## src/rtl/en_window_gen.sv

```systemverilog
// Enable-window generator: emits cfg_num bursts of cfg_len high cycles separated
// by cfg_gap low cycles, single-shot or continuous, with run gate, abort and done pulse.
module en_window_gen #(
    parameter int LEN_W = 8,
    parameter int GAP_W = 8,
    parameter int NUM_W = 4
) (
    input  logic             clk,
    input  logic             rst_n,
    input  logic             start,
    input  logic             run,
    input  logic             abort,
    input  logic [LEN_W-1:0] cfg_len,
    input  logic [GAP_W-1:0] cfg_gap,
    input  logic [NUM_W-1:0] cfg_num,
    input  logic             cfg_cont,
    output logic             en,
    output logic             busy,
    output logic             done,
    output logic [NUM_W-1:0] burst_idx,
    output logic [LEN_W-1:0] cnt
);

    localparam logic [1:0] S_IDLE = 2'd0;
    localparam logic [1:0] S_ON   = 2'd1;
    localparam logic [1:0] S_GAP  = 2'd2;
    localparam logic [1:0] S_DONE = 2'd3;

    logic [1:0]       state_q,   state_d;
    logic [LEN_W-1:0] len_q,     len_d;
    logic [GAP_W-1:0] gap_q,     gap_d;
    logic [NUM_W-1:0] num_q,     num_d;
    logic             cont_q,    cont_d;
    logic             en_q,      en_d;
    logic [LEN_W-1:0] cnt_q,     cnt_d;
    logic [GAP_W-1:0] gap_cnt_q, gap_cnt_d;
    logic [NUM_W-1:0] idx_q,     idx_d;

    // Terminal counts are computed in the counters' own widths, so a latched
    // maximum value yields 2^W-1 cycles without any wrap.
    logic [LEN_W-1:0] len_last;
    logic [GAP_W-1:0] gap_last;
    logic [NUM_W-1:0] num_last;
    logic [NUM_W-1:0] idx_next;
    logic             burst_end;
    logic             last_burst;

    assign len_last   = len_q - LEN_W'(1);
    assign gap_last   = gap_q - GAP_W'(1);
    assign num_last   = num_q - NUM_W'(1);
    assign burst_end  = (cnt_q == len_last);
    assign last_burst = (idx_q == num_last);
    assign idx_next   = last_burst ? '0 : idx_q + NUM_W'(1);

    always_comb begin
        // NOTE: every next-state signal takes its hold value first, so no path
        // through the case below can leave one unassigned and infer a latch.
        state_d   = state_q;
        len_d     = len_q;
        gap_d     = gap_q;
        num_d     = num_q;
        cont_d    = cont_q;
        en_d      = en_q;
        cnt_d     = cnt_q;
        gap_cnt_d = gap_cnt_q;
        idx_d     = idx_q;

        case (state_q)
            S_IDLE: begin
                if (start) begin
                    len_d     = cfg_len;
                    gap_d     = cfg_gap;
                    num_d     = cfg_num;
                    cont_d    = cfg_cont;
                    cnt_d     = '0;
                    gap_cnt_d = '0;
                    if (cfg_len == '0 || cfg_num == '0) begin
                        state_d = S_DONE;
                    end else begin
                        state_d = S_ON;
                        en_d    = 1'b1;
                        idx_d   = '0;
                    end
                end
            end

            S_ON: begin
                if (abort) begin
                    state_d   = S_IDLE;
                    en_d      = 1'b0;
                    cnt_d     = '0;
                    gap_cnt_d = '0;
                    idx_d     = '0;
                end else if (run) begin
                    if (!burst_end) begin
                        cnt_d = cnt_q + LEN_W'(1);
                    end else begin
                        cnt_d = '0;
                        if (last_burst && !cont_q) begin
                            state_d = S_DONE;
                            en_d    = 1'b0;
                        end else if (gap_q == '0) begin
                            idx_d = idx_next;
                        end else begin
                            state_d   = S_GAP;
                            en_d      = 1'b0;
                            gap_cnt_d = '0;
                        end
                    end
                end
            end

            S_GAP: begin
                if (abort) begin
                    state_d   = S_IDLE;
                    en_d      = 1'b0;
                    cnt_d     = '0;
                    gap_cnt_d = '0;
                    idx_d     = '0;
                end else if (run) begin
                    if (gap_cnt_q == gap_last) begin
                        state_d   = S_ON;
                        en_d      = 1'b1;
                        cnt_d     = '0;
                        gap_cnt_d = '0;
                        idx_d     = idx_next;
                    end else begin
                        gap_cnt_d = gap_cnt_q + GAP_W'(1);
                    end
                end
            end

            default: begin
                // DONE lasts one cycle; a start seen here is deliberately dropped.
                state_d = S_IDLE;
                en_d    = 1'b0;
            end
        endcase
    end

    always_ff @(posedge clk) begin
        // NOTE: sequential state uses non-blocking assignments so every register
        // samples the pre-edge values regardless of statement order.
        if (!rst_n) begin
            state_q   <= S_IDLE;
            len_q     <= '0;
            gap_q     <= '0;
            num_q     <= '0;
            cont_q    <= 1'b0;
            en_q      <= 1'b0;
            cnt_q     <= '0;
            gap_cnt_q <= '0;
            idx_q     <= '0;
        end else begin
            state_q   <= state_d;
            len_q     <= len_d;
            gap_q     <= gap_d;
            num_q     <= num_d;
            cont_q    <= cont_d;
            en_q      <= en_d;
            cnt_q     <= cnt_d;
            gap_cnt_q <= gap_cnt_d;
            idx_q     <= idx_d;
        end
    end

    assign en        = en_q;
    assign busy      = (state_q == S_ON) || (state_q == S_GAP);
    assign done      = (state_q == S_DONE);
    assign burst_idx = idx_q;
    assign cnt       = cnt_q;

endmodule
```

## config.mk

```make
export PLATFORM = sky130hd
export DESIGN_NAME = en_window_gen
export DESIGN_NICKNAME = d
export VERILOG_FILES = /design/src/rtl/en_window_gen.sv
export SDC_FILE = /design/constraint.sdc
export NUM_CORES = 1
export LEC_CHECK = 0
export CORE_MARGIN = 1.5
export CORE_UTILIZATION = 44
export CTS_CLUSTER_DIAMETER = 50
export CTS_CLUSTER_SIZE = 8
export DETAILED_ROUTE_END_ITERATION = 6
export GPL_TIMING_DRIVEN = 1
export PLACE_DENSITY = 0.74
export SYNTH_ARGS = -nofsm -noshare
export SYNTH_HDL_FRONTEND = slang
export SYNTH_SLANG_ARGS = --single-unit
export TNS_END_PERCENT = 1
```

## constraint.sdc

```tcl
create_clock -name clk -period 2.4 [get_ports clk]
set_input_delay 0.36 -clock clk [delete_from_list [all_inputs] [get_ports clk]]
set_output_delay 0.36 -clock clk [all_outputs]
set_load 0.1 [all_outputs]
```

==> out/metrics.csv, run 1 <==
stage;metric;value;unit
worst_setup_path;worstPathRequired;2.62;ns
sta;hold_violations;0;
clock_network;cts_hold_buffers;0;
placement;hpwlAfterDp;5.25;mm
pwr;p_leak;1.47;nW
clock_network;clk_path_buf_depth;2;
global_route;grt_usage;21.9;%
sta;relSlewSlack;64.9;%
sta;finalCritPeriodShare;107;%
run_status;outcome;finished, violations left;
sta;worst_slew_pin_slew;0.522;ns
clock_network;cts.clk_slew.worst_paths;0.09;ns
synthesis;synthArstFlopShare;0;%
worst_setup_path;path_delay_family;simple AND/OR/NAND/NOR gates;
worst_setup_path;timing.setup.critical_path_class;flop to flop;
global_route;grt_antenna_before_repair;0;
cells_and_area;final_common_cell;nand2_1;
pwr;p_switching;0.00117;W
placement;routabilityCongestion;0.894;
floorplanning;dieWidth;82.3;µm
floorplanning;num_io_pins;41;
synthesis;synth_area;2770;µm²
pwr;switching_share;40.8;%
synthesis;syn-num-nets;382;
worst_setup_path;rrSetupSlack;-0.17;ns
routing;ant_nets;0;
worst_setup_path;crit_path_cell_trace;or4_4, nor4b_4, o211ai_1, a211oi_4, o211ai_2, or2_4, o41ai_2;
run;cap_violations;0;
sta;finClkSkew;0.00721;ns
placement;numPortBuffers;40;
synthesis;ys_ff_latch;44;
cells_and_area;num-fill-cells;533;
pwr;p_per_area;783;nW/µm²
min_path;hp-class;flop to flop;
clock_network;cts.sinks;44;
pwr;comb_power_share;48.6;%
synthesis;ys_warn_count;0;
pwr;p_int;0.00170;W
cells_and_area;mostFrequentLayoutCells;nand2_1 (51), buf_4 (44), a21oi_1 (36);
sta;period_needed;2.57;ns
sta;whs;0.475;ns
clock_network;h-tree-depth;2;
synthesis;yosys-top-cells-area;dfxtp_1 (32%), nand2_1 (6.9%), a21oi_1 (6.7%);
sta;slew_violations;0;
global_route;grt_overflow;0;
cells_and_area;drive_gt1_share;22.4;%
clock_network;cts_tree;built;
pwr;power_frac_seq;31.4;%
routing;wl_per_cell;14.8;µm
synthesis;syn_avg_cell_area;8.00;µm²
routing;wl;7.21;mm
cells_and_area;final_cells;486;
floorplanning;die-area;6780;µm²
routing;firstDrtPassIters;4;
floorplanning;start_util;46.2;%
clock_network;clk_latency;0.30;ns
worst_setup_path;cpMaxStageDelayCell;or4_4;
routing;avgViaCountPerCell;5.68;
routing;drc;0;
cells_and_area;insertedDiodeCount;0;
routing;drt_iter0_drc;95;
global_route;grt_pass1_wl;11.5;mm
worst_setup_path;crit_arrival;2.79;ns
floorplanning;core_area;5990;µm²
synthesis;synth_top_area_cell;dfxtp_1;
worst_setup_path;cp.buffers_inverters;0;
sta;fin_ws;-0.169;ns
clock_network;root_buffer;clkbuf_8;
cells_and_area;fin_nets;446;
floorplanning;die_h;82.3;µm
worst_setup_path;start_kind;flop;
synthesis;synth_top_area_share;31.8;%
synthesis;synth_cell_types;65;
run_status;violations;negative setup slack;
routing;vias;2760;
sta;rsz0062_at_grt;yes;
placement;dp_slack;-0.233;ns
synthesis;synth_enable_flop_cells;0;
pwr;p_clk_share;20.1;%
worst_setup_path;max_stage_delay;0.59;ns
placement;dp_cells;478;
synthesis;yosysSeqAreaShare;31.8;%
synthesis;netlist_instances;346;
worst_setup_path;crit_fanout;5;
synthesis;synth_ff_type;dfxtp_1;
floorplanning;rows;28;
worst_setup_path;endpoint_kind;flop;
global_route;grt_max_degree;37;
global_route;grt_pass1_vias;2479;
pwr;max-vdd-ir-drop;0.000362;V
clock_network;cts_buffers;5;
sta;final-setup-viol-count;20;
sta;fmax;389;MHz
cells_and_area;area_growth_syn_to_layout;32.2;%
sequential cells by signal (all words and copies together), names as in the netlist:
| name | cells |
|---|---|
| gap_q | 8 |
| state_q | 2 |
| en | 1 |
| cnt | 8 |
| cont_q | 1 |
| gap_cnt_q | 8 |
| num_q | 4 |
| len_q | 8 |
| burst_idx | 4 |
what timing repair did:
| item | 4_1_cts | 5_1_grt |
|---|---|---|
| setup buffers | 0 | 0 |
| pin swaps | 9 | 5 |
| gates resized for setup | 8 | 14 |
| endpoints found under the setup margin | 22 | 23 |
kinds of logic (layout without fill, tap and decap cells):
family | Yosys count | in the layout | synth area share, %
flip-flops | 44 | 44 | 31.8
adder cells (fa/ha/maj) | 10 | 10 | 4.52
multiplexers | 3 | 3 | 1.08
AO/OA/AOI/OAI | 88 | 88 | 21.2
XOR/XNOR | 23 | 23 | 7.28
buffers and inverters | 28 | 93 | 3.89
AND/OR/NAND/NOR | 150 | 150 | 30.2
power by group through the flow:
stage | registers (W) | clock network, W | logic, W
after global routing | 0.000912 | 0.000612 | 0.00151
after floorplan | 0.000996 | 0 | 0.000819
after global placement | 0.000905 | 0 | 0.00128
after CTS | 0.000895 | 0.000581 | 0.00134
final | 0.000898 | 0.000575 | 0.00139
after detailed placement | 0.000910 | 0 | 0.00131
routing by layer:
metal | vias up | GRT usage [%] | part of all wire, %
met1 | 1313 | 29.1 | 46
met4 | 0 | 6.61 | 1.6
li1 | 1384 | - | -
met2 | 52 | 35.9 | 49
met3 | 11 | 3.96 | 3.5
met5 | - | 0 | 0
cell usage after synthesis, types with 9 or more instances:
library cell	n
nor3_1	14
dfxtp_1	44
nor2b_1	10
a21oi_1	37
ha_1	10
and3_1	9
clkbuf_1	11
nand4_1	10
inv_1	12
xor2_1	16
nand2_1	51
worst min-delay path, cell delays in order, from the launching register on:
cell	delay (ns)
dfxtp_1	0.33
nand2_1	0.05
a21oi_1	0.05
path summary, 6_finish.rpt:
check | depth (start not counted) | to | from
worst max-delay path | 7 | burst_idx[3]$_SDFFE_PN0P_ | gap_q[0]$_SDFFE_PN0P_
worst min-delay path | 2 | num_q[3]$_SDFFE_PN0P_ | num_q[3]$_SDFFE_PN0P_
worst max register to register | 7 | burst_idx[3]$_SDFFE_PN0P_ | gap_q[0]$_SDFFE_PN0P_
worst min register to register | 2 | num_q[3]$_SDFFE_PN0P_ | num_q[3]$_SDFFE_PN0P_
stage by stage:
| stage | util, % | TNS, ns | power, W | area (µm²) |
|---|---|---|---|---|
| after floorplan | - | -0.538 | 0.00181 | 2810 |
| after global routing | 61.1 | -3.85 | 0.00304 | 3660 |
| after detailed placement | 57.5 | -2.47 | 0.00222 | 3450 |
| after CTS | 60.1 | -1.26 | 0.00282 | 3600 |
| final | 61.1 | -1.85 | 0.00287 | 3660 |
| after global placement | 57.5 | -0.599 | 0.00218 | 3450 |
area by class of cell:
type,count,area [µm²],area share (%)
tap,75,93.8,2.56
sequential,44,897,24.5
timing repair buffer,72,614,16.8
inverter,13,48.8,1.33
clock inverter,3,42.5,1.16
multi-input combinational,274,1900,51.8
clock buffer,5,68.8,1.88
Note: power is estimated with default switching activity, not from simulation.
==> run 2: changes to the inputs <==
--- a/config.mk
+++ b/config.mk
@@ -8,7 +8,7 @@
 export CORE_MARGIN = 1.5
 export CORE_UTILIZATION = 44
 export CTS_CLUSTER_DIAMETER = 50
-export CTS_CLUSTER_SIZE = 8
+export CTS_CLUSTER_SIZE = 40
 export DETAILED_ROUTE_END_ITERATION = 6
 export GPL_TIMING_DRIVEN = 1
 export PLACE_DENSITY = 0.74
==> results of run 2 <==
The final DEF is identical to that of run 1; final timing and power are the same.
==> run 3: changes to the inputs <==
--- a/config.mk
+++ b/config.mk
@@ -12,6 +12,7 @@
 export DETAILED_ROUTE_END_ITERATION = 6
 export GPL_TIMING_DRIVEN = 1
 export PLACE_DENSITY = 0.74
+export REMOVE_ABC_BUFFERS = 1
 export SYNTH_ARGS = -nofsm -noshare
 export SYNTH_HDL_FRONTEND = slang
 export SYNTH_SLANG_ARGS = --single-unit
==> out/metrics.csv, run 3 (synthesized netlist as in run 1, its figures left out) <==
stage;metric;value;unit
worst_setup_path;crit_fanout;10;
worst_setup_path;crit_arrival;2.77;ns
placement;placed_area;3420;µm²
cells_and_area;stdcell_area;3630;µm²
sta;hold_violations;0;
routing;firstDrtPassIters;4;
routing;avgViaCountPerCell;5.64;
clock_network;cts.clk_slew.worst_paths;0.09;ns
floorplanning;start_util;46.2;%
clock_network;clk_latency;0.30;ns
pwr;p_per_area;786;nW/µm²
cells_and_area;multi_input_comb_area;1870;µm²
sta;worst_slew_pin_slew;0.758;ns
global_route;grt_antenna_before_repair;0;
global_route;grt_overflow;0;
routing;ant_nets;0;
sta;final-setup-viol-count;13;
run;cap_violations;0;
routing;drc;0;
clock_network;root_buffer;clkbuf_8;
placement;routabilityCongestion;0.893;
sta;fmax;395;MHz
sta;finClkSkew;0.0102;ns
worst_setup_path;start_kind;flop;
floorplanning;rows;28;
routing;wl;7.03;mm
worst_setup_path;max_stage_delay;0.60;ns
run_status;violations;negative setup slack;
cells_and_area;drive_gt1_share;20.6;%
sta;period_needed;2.53;ns
placement;numPortBuffers;40;
run_status;outcome;finished, violations left;
clock_network;cts.sinks;44;
cells_and_area;post-route-util;60.7;%
sta;rsz0062_at_grt;yes;
global_route;grt_max_degree;37;
floorplanning;core_area;5990;µm²
routing;vias;2752;
placement;hpwlAfterDp;5.22;mm
worst_setup_path;endpoint_kind;flop;
cells_and_area;final_cells;488;
worst_setup_path;cp.buffers_inverters;0;
global_route;grt_usage;21.7;%
sta;slew_violations;0;
clock_network;cts_buffers;5;
worst_setup_path;cpMaxStageDelayCell;or4_4;
pwr;max-vdd-ir-drop;0.000420;V
floorplanning;num_io_pins;41;
floorplanning;die_h;82.3;µm
sta;relSlewSlack;49.3;%
cells_and_area;mostFrequentLayoutCells;nand2_1 (51), buf_4 (49), dfxtp_1 (42);
pwr;p_leak;1.47;nW
global_route;grt_pass1_wl;11.5;mm
worst_setup_path;timing.setup.critical_path_class;flop to flop;
global_route;grt_pass1_vias;2593;
clock_network;cts_tree;built;
worst_setup_path;crit_path_cell_trace;or4_4, nor4_4, nor3_2, a211oi_4, o21ai_4, or4_1, a21oi_1;
floorplanning;dieWidth;82.3;µm
clock_network;clk_path_buf_depth;2;
cells_and_area;final_common_cell;nand2_1;
sta;finalCritPeriodShare;106;%
worst_setup_path;path_delay_family;simple AND/OR/NAND/NOR gates;
clock_network;h-tree-depth;2;
routing;wl_per_cell;14.4;µm
cells_and_area;num-fill-cells;511;
worst_setup_path;worstPathRequired;2.64;ns
floorplanning;die-area;6780;µm²
cells_and_area;insertedDiodeCount;0;
min_path;hp-class;flop to flop;
sta;fin_ws;-0.133;ns
placement;dp_cells;480;
cells_and_area;fin_nets;448;
routing;drt_iter0_drc;149;
cells_and_area;ff_latch_area;883;µm²
cells_and_area;area_growth_syn_to_layout;31.2;%
run 3: changes by cell type in the layout (fill, tap and decap cells not counted), moves of 2 or more:
cell | before | now
buf_4 | 44 | 49
buf_6 | 3 | 0
dfxtp_1 | 33 | 42
dfxtp_2 | 10 | 2
inv_1 | 12 | 10
inv_2 | 0 | 2
run 3: layout make-up:
class,instances,area share (%)
clock buffers,6,2.27
clock inverters,2,1.07
inverters,13,1.34
multi-input cells,274,51.4
flip-flops and latches,44,24.3
well taps,75,2.58
repair buffers,74,17.0
run 3: metrics by stage:
step                      setup TNS, ns  worst slack (ns)  hold slack (ns)  total power (W)
after CTS                         -1.09            -0.117            0.483          0.00283
after detailed placement          -1.61            -0.162            0.470          0.00218
final                             -1.23            -0.133            0.480          0.00286
after global routing              -3.66            -0.276            0.501          0.00303
after floorplan                  -17.91             -1.04            0.441          0.00177
after global placement           -0.753            -0.102            0.457          0.00215
run 3: report_power, final:
part / internal [W] / switching [W]
combinational: 0.000546 / 0.000804
sequential: 0.000813 / 0.0000805
clock: 0.000341 / 0.000272
run 3: per-layer routing:
metal  up-vias  GRT usage [%]  share of wire, %  wire (µm)
met2        44           39.3                50       3540
li1       1389              -                 -          -
met5         -              0                 0          0
met4         0           4.92               1.1         80
met3        10           4.73               3.1        217
met1      1309           26.0                45       3190
run 3: final timing paths:
kind / from / endpoint / slack, ns / cells past startpoint
setup / recovery: gap_q[3]$_SDFFE_PN0P_ / cnt[7]$_SDFFE_PN0P_ / -0.13 / 7
hold / removal: len_q[1]$_SDFFE_PN0P_ / len_q[1]$_SDFFE_PN0P_ / 0.48 / 2
setup reg to reg: gap_q[3]$_SDFFE_PN0P_ / cnt[7]$_SDFFE_PN0P_ / -0.13 / 7
hold reg to reg: len_q[1]$_SDFFE_PN0P_ / len_q[1]$_SDFFE_PN0P_ / 0.48 / 2
run 3: repair_timing:
| action | 4_1_cts | 5_1_grt |
|---|---|---|
| hold buffers | 0 | 0 |
| buffers inserted | 0 | 0 |
| resized for setup | 8 | 12 |
| pin swaps | 3 | 5 |
| setup endpoints to repair | 20 | 23 |
run 3: worst reg2reg max path, delay by kind of cell (launching register included):
kind / cells / cell delay (ns)
simple gates: 4 / 1.50
compound gates: 3 / 0.65
flops: 1 / 0.33
